$ cat src/rtl/fp_add_arbiter.sv
// Round-robin arbiter sharing one combinational fp adder among requesters,
// with burst lock and a single registered response slot.
module fp_add_arbiter #(
  parameter int NUM_REQ  = 2,
  parameter int LOCK_MAX = 16
) (
  input  logic                 clk,
  input  logic                 reset_n,
  input  logic [NUM_REQ-1:0]   req_valid,
  input  logic [NUM_REQ-1:0]   req_lock,
  input  logic [32*NUM_REQ-1:0] req_a,
  input  logic [32*NUM_REQ-1:0] req_b,
  output logic [NUM_REQ-1:0]   req_ready,
  output logic [NUM_REQ-1:0]   rsp_valid,
  input  logic [NUM_REQ-1:0]   rsp_ready,
  output logic [31:0]          rsp_data,
  output logic [7:0]           rsp_status,
  output logic [31:0]          add_a,
  output logic [31:0]          add_b,
  input  logic [31:0]          add_z,
  input  logic [7:0]           add_status
);

  localparam int IW = (NUM_REQ > 1) ? $clog2(NUM_REQ) : 1;
  localparam int CW = $clog2(LOCK_MAX + 1);

  localparam logic [0:0] UNLOCKED = 1'b0;
  localparam logic [0:0] LOCKED   = 1'b1;

  logic [0:0]    lock_state;
  logic [IW-1:0] lock_own;
  logic [CW-1:0] lock_cnt;
  logic [CW-1:0] next_cnt;
  logic [IW-1:0] rr_ptr;
  logic [IW-1:0] rr_next;
  logic [IW-1:0] gnt_idx;
  logic          gnt_any;
  logic          slot_free;
  logic          lock_hit;
  int            j;

  assign slot_free = ~|rsp_valid | |(rsp_valid & rsp_ready);
  assign lock_hit  = (lock_state == LOCKED) && req_valid[lock_own];

  always_comb begin
    gnt_any = 1'b0;
    gnt_idx = '0;
    j       = 0;
    if (reset_n && slot_free) begin
      if (lock_hit) begin
        gnt_any = 1'b1;
        gnt_idx = lock_own;
      end else begin
        for (int k = 0; k < NUM_REQ; k++) begin
          j = (int'(rr_ptr) + k) % NUM_REQ;
          if (!gnt_any && req_valid[IW'(j)]) begin
            gnt_any = 1'b1;
            gnt_idx = IW'(j);
          end
        end
      end
    end
  end

  assign req_ready = NUM_REQ'(gnt_any) << gnt_idx;
  assign rr_next   = IW'((int'(gnt_idx) + 1) % NUM_REQ);

  always_comb begin
    add_a = '0;
    add_b = '0;
    for (int i = 0; i < NUM_REQ; i++) begin
      if (gnt_any && gnt_idx == IW'(i)) begin
        add_a = req_a[32*i +: 32];
        add_b = req_b[32*i +: 32];
      end
    end
  end

  // A continuing burst counts up; any new owner restarts the count at 1.
  assign next_cnt = (lock_state == LOCKED && gnt_idx == lock_own)
                  ? lock_cnt + CW'(1) : CW'(1);

  always_ff @(posedge clk) begin
    if (!reset_n) begin
      rsp_valid  <= '0;
      rsp_data   <= '0;
      rsp_status <= '0;
      rr_ptr     <= '0;
      lock_state <= UNLOCKED;
      lock_own   <= '0;
      lock_cnt   <= '0;
    end else begin
      if (gnt_any) begin
        rsp_valid  <= req_ready;
        rsp_data   <= add_z;
        rsp_status <= add_status;
        rr_ptr     <= rr_next;
      end else if (slot_free) begin
        rsp_valid <= '0;
      end

      if (gnt_any) begin
        if (req_lock[gnt_idx] && next_cnt < CW'(LOCK_MAX)) begin
          lock_state <= LOCKED;
          lock_own   <= gnt_idx;
          lock_cnt   <= next_cnt;
        end else begin
          lock_state <= UNLOCKED;
          lock_cnt   <= '0;
        end
      end else if (slot_free && lock_state == LOCKED
                   && !req_valid[lock_own]) begin
        lock_state <= UNLOCKED;
        lock_cnt   <= '0;
      end
    end
  end

endmodule
$ cat config.mk
export PLATFORM = sky130hd
export DESIGN_NAME = fp_add_arbiter
export DESIGN_NICKNAME = d
export VERILOG_FILES = /design/src/rtl/fp_add_arbiter.sv
export SDC_FILE = /design/constraint.sdc
export NUM_CORES = 1
export LEC_CHECK = 0
export ABC_AREA = 1
export BUFFER_PORTS_ARGS = -buffer_cell sky130_fd_sc_hd__buf_2
export CAP_MARGIN = 20
export CELL_PAD_IN_SITES_DETAIL_PLACEMENT = 2
export CELL_PAD_IN_SITES_GLOBAL_PLACEMENT = 2
export CORE_UTILIZATION = 16
export CTS_CLUSTER_DIAMETER = 150
export DETAILED_ROUTE_END_ITERATION = 8
export PLACE_DENSITY = 0.82
export SLEW_MARGIN = 20
export SYNTH_ARGS = -nofsm -noshare
export SYNTH_HDL_FRONTEND = slang
export SYNTH_SLANG_ARGS = --single-unit
$ cat constraint.sdc
create_clock -name clk -period 2.02 [get_ports clk]
set_input_delay 0.202 -clock clk [delete_from_list [all_inputs] [get_ports clk]]
set_output_delay 0.202 -clock clk [all_outputs]
set_load 0.05 [all_outputs]
==> summary.md <==
Cells with a size suffix above 1 make up 58.2% of the layout. The final-layout fill cell count was 1811; the routed wire length per instance was 21.9 um. The number of hold-repair buffers added at the cts stage is 0. In the routed design, unresolved DRC markers number 0.

Setup repair after global routing could not meet its margin everywhere. The worst setup path is captured at a primary output. The remaining antenna violation count was 0; the internal power was 0.00231 W. The first global-routing pass estimated 26.0 mm of wire. In this run the cell area of the synthesized design comes to 2610 sq um. Synthesis produced a netlist with a net count of 511. The number of vias in the routed layout was 3898. In the synthesized netlist the dominant register cell turns out to be dfxtp_1. The clock tree synthesis step divided the H-tree into 2 levels. The wire-length estimate of the detail-placed layout is 13.5 mm. The proportion of power drawn by the clock network came out at 26.0%.

The die covers 16800 sq um. The xor/xnor share of the synthesized area is 1.01%. The required time of the critical path is 1.82 ns, and the max-slew headroom at the worst pin is 68.1%. For this run, the total global-route usage over all layers was measured as 20.9%. The number of CTS-inserted buffers was 5; the simple logic cell fraction of the synthesized area was 28.5%. The final max-slew violation count was 0; the slack of the critical path was -0.145 ns.

Sequential cells burn 28.9% of the power. The number of nets in the layout came out at 805. The number of flops mapped to enable cells by yosys was 0. Compared with the post-synthesis result, the final layout area differs by 111%. After Yosys synthesis, full adders, half adders and majority gates account for 0.480% of the synthesized area.

The path class of the tightest hold or removal check is in2reg. For this design the top-level I/O count stands at 284. For the switching power, the log shows 0.00153 W. The maximum fanout along the worst path came out at 12.

The x dimension of the die was 130 um. The worst path in the final design needs a cycle of 2.17 ns, including I/O delays and setup. The final setup skew came out at 0.00734 ns.

The finished cells cover 5520 sq um. The routed design has 18.6 mm of wire. Of the total power, the share spent switching nets is 39.8%. The portion of netlist area occupied by mux cells came out at 0%.

On the final layout, the worst hold slack is 0.102 ns. The core region is 15900 sq um. The run gives 0.000389 V as the worst supply voltage drop on vdd. The synthesized flop and latch total came out at 50. Buffer cell driving the clock tree root: clkbuf_16.

Setup violations remaining at the end of the flow were counted as 65. TritonCTS built the clock tree. After technology mapping, the gate count stands at 334. The setup path with the least slack is of type reg2out. The routability congestion estimate was 0.806; the transition at the pin with the smallest max-transition slack was 0.478 ns. The checks that failed: setup timing. Combinational cells account for 45.1% of the total power. The post-synthesis area per instance is 7.81 sq um. The tools report the first-pass iteration count of the detailed router as 4.

Number of global-route vias before repair: 4277. The netlist uses 23 different library cells. The clock-pin slew of the registers on the worst-case setup and hold paths works out to 0.08 ns. The die is 130 um tall. The sequential standard cell area was 1010 sq um.

The worst path uses 107% of the clock period. The floorplan has 46 rows. The overall overflow remaining after global route was 0; the area fraction in compound gates after synthesis was 23.5%.

Power spread over the standard cell area amounts to 696 nW/um^2. STA classifies the critical path startpoint as a flip-flop. The proportion of synthesized flip-flops having asynchronous set or reset is 0%, and the sum of internal, switching and leakage power is 0.00384 W. The tool flagged a number of max-cap violations equal to 0.

The run finished, with violations left. The multi-input combinational cells in the finished layout cover a total of 1580 sq um. The highest attainable clock frequency came out at 462 MHz. The arrival time of data at the critical path endpoint came out at 1.96 ns. The detailed router finished its first iteration with 88 violations. The area after detailed placement came out at 4440 sq um. For the number of clock sinks, the log shows 50. The run gives 0 as the number of endpoints with negative hold slack in the final report. The logs give 0.29 ns for the later-pin clock latency in the skew report and 43 for the pin count of the biggest net entering global routing. OpenSTA, run right after detailed placement, puts the worst setup slack at -0.0710 ns. No sink is reached through more buffers than the 2 on the longest clock path. By area, the combinational part of the netlist is dominated by simple AND/OR/NAND/NOR gates. The total of warnings raised by yosys is 0, and the initial core utilization is 16.4%. Sequential cells were found to cover 38.4% of the synthesized design area.

Number of port buffers: 283. In this run the static leakage power is 2.89 nW. The initial antenna violation count is 8.

Using the TritonRoute via totals, the vias-per-cell ratio works out to 4.58.
## kinds of logic after synthesis
group	count (synthesis)
flip-flops	50
AO/OA/AOI/OAI	74
XOR/XNOR	3
buffers and inverters	37
adder cells (fa/ha/maj)	1
AND/OR/NAND/NOR	169
## critical path: stages, from the launching register on
cell and delay (ns):
dfxtp_4 0.38, nand2_4 0.06, nand2_4 0.08, nor2_4 0.05, nor2_4 0.15, buf_6 0.12, nand2_4 0.05, nor2_4 0.10
buf_12 0.17, buf_16 0.15, a22o_1 0.18, buf_6 0.17
## sequential cells by signal, indices dropped and copies added (netlist names)
name,cells
rsp_data,32
lock_cnt,5
rr_ptr,1
lock_own,1
rsp_status,8
rsp_valid,2
lock_state,1
## Yosys cell counts, types with 2 or more instances
cell | instances | share of area, %
buf_6 | 8 | 3.5
clkbuf_1 | 5 | 0.72
inv_1 | 6 | 0.86
a22o_1 | 64 | 21
buf_1 | 7 | 1.0
nor2_4 | 3 | 1.3
inv_2 | 4 | 0.58
xor2_1 | 2 | 0.67
nand3_1 | 50 | 9.6
nand2_1 | 104 | 15
nor2_1 | 9 | 1.3
buf_2 | 6 | 1.2
a21oi_1 | 7 | 1.3
dfxtp_1 | 50 | 38
## placed cells by master (no fill, tap or decap), drive strengths merged
| cell | count |
|---|---|
| nor2 | 12 |
| nand3b | 1 |
| ha | 1 |
| o211ai | 1 |
| buf | 313 |
| diode | 6 |
| clkbuf | 6 |
| dfxtp | 50 |
| nand3 | 51 |
| nand2 | 105 |
| a22o | 64 |
| a31oi | 1 |
| xnor2 | 1 |
| xor2 | 2 |
| a21oi | 7 |
| bufinv | 1 |
| o21ai | 1 |
| inv | 12 |
## worst paths after layout
| kind | slack (ns) | cells after the start | start | end |
|---|---|---|---|---|
| hold / removal | 0.10 | 3 | add_z[0] | rsp_data[0] |
| setup reg to reg | 0.06 | 15 | rsp_valid[1] | lock_own |
| hold reg to reg | 0.46 | 2 | lock_cnt[4] | lock_cnt[4] |
| setup / recovery | -0.15 | 11 | rsp_valid[1] | add_b[2] |
## per-stage QoR
stage | util, % | std cells | TNS [ns]
after floorplan | - | 334 | 0
after global placement | 27.9 | 815 | 0
after detailed placement | 27.9 | 815 | -0.138
after CTS | 33.6 | 840 | -7.63
after global routing | 34.7 | 850 | -12.64
final | 34.7 | 851 | -7.26
## power groups by stage
stage / logic (W) / registers, W / clock network, W
2_1_floorplan: 0.000656 / 0.00138 / 0
3_5_place_dp: 0.00144 / 0.00113 / 0
4_1_cts: 0.00168 / 0.00111 / 0.00103
6_report: 0.00173 / 0.00111 / 0.000997
3_3_place_gp: 0.00141 / 0.00113 / 0
5_1_grt: 0.00181 / 0.00112 / 0.00107
## what timing repair did
item                       4_1_cts  5_1_grt
setup endpoints to repair       66      109
gates resized for setup        138       23
gates cloned                     6        1
pin swaps                       10        5
setup buffers                   11        4
## metal layers
layer  up-vias  part of all wire [%]  track usage (%)
met5         -                  0.22                0
met2       215                    52             37.9
li1       1764                     -                -
met1      1859                    35             21.0
met3        54                   8.1             6.85
met4         6                   4.4             12.0
## area by class of cell
cell class | instances | area share (%)
timing repair buffer | 314 | 43.8
clock buffer | 5 | 2.27
inverter | 10 | 0.907
multi-input combinational | 247 | 28.6
clock inverter | 3 | 0.862
antenna | 6 | 0.272
tap | 216 | 4.90
sequential | 50 | 18.3
Note: power is estimated with default switching activity, not from simulation.
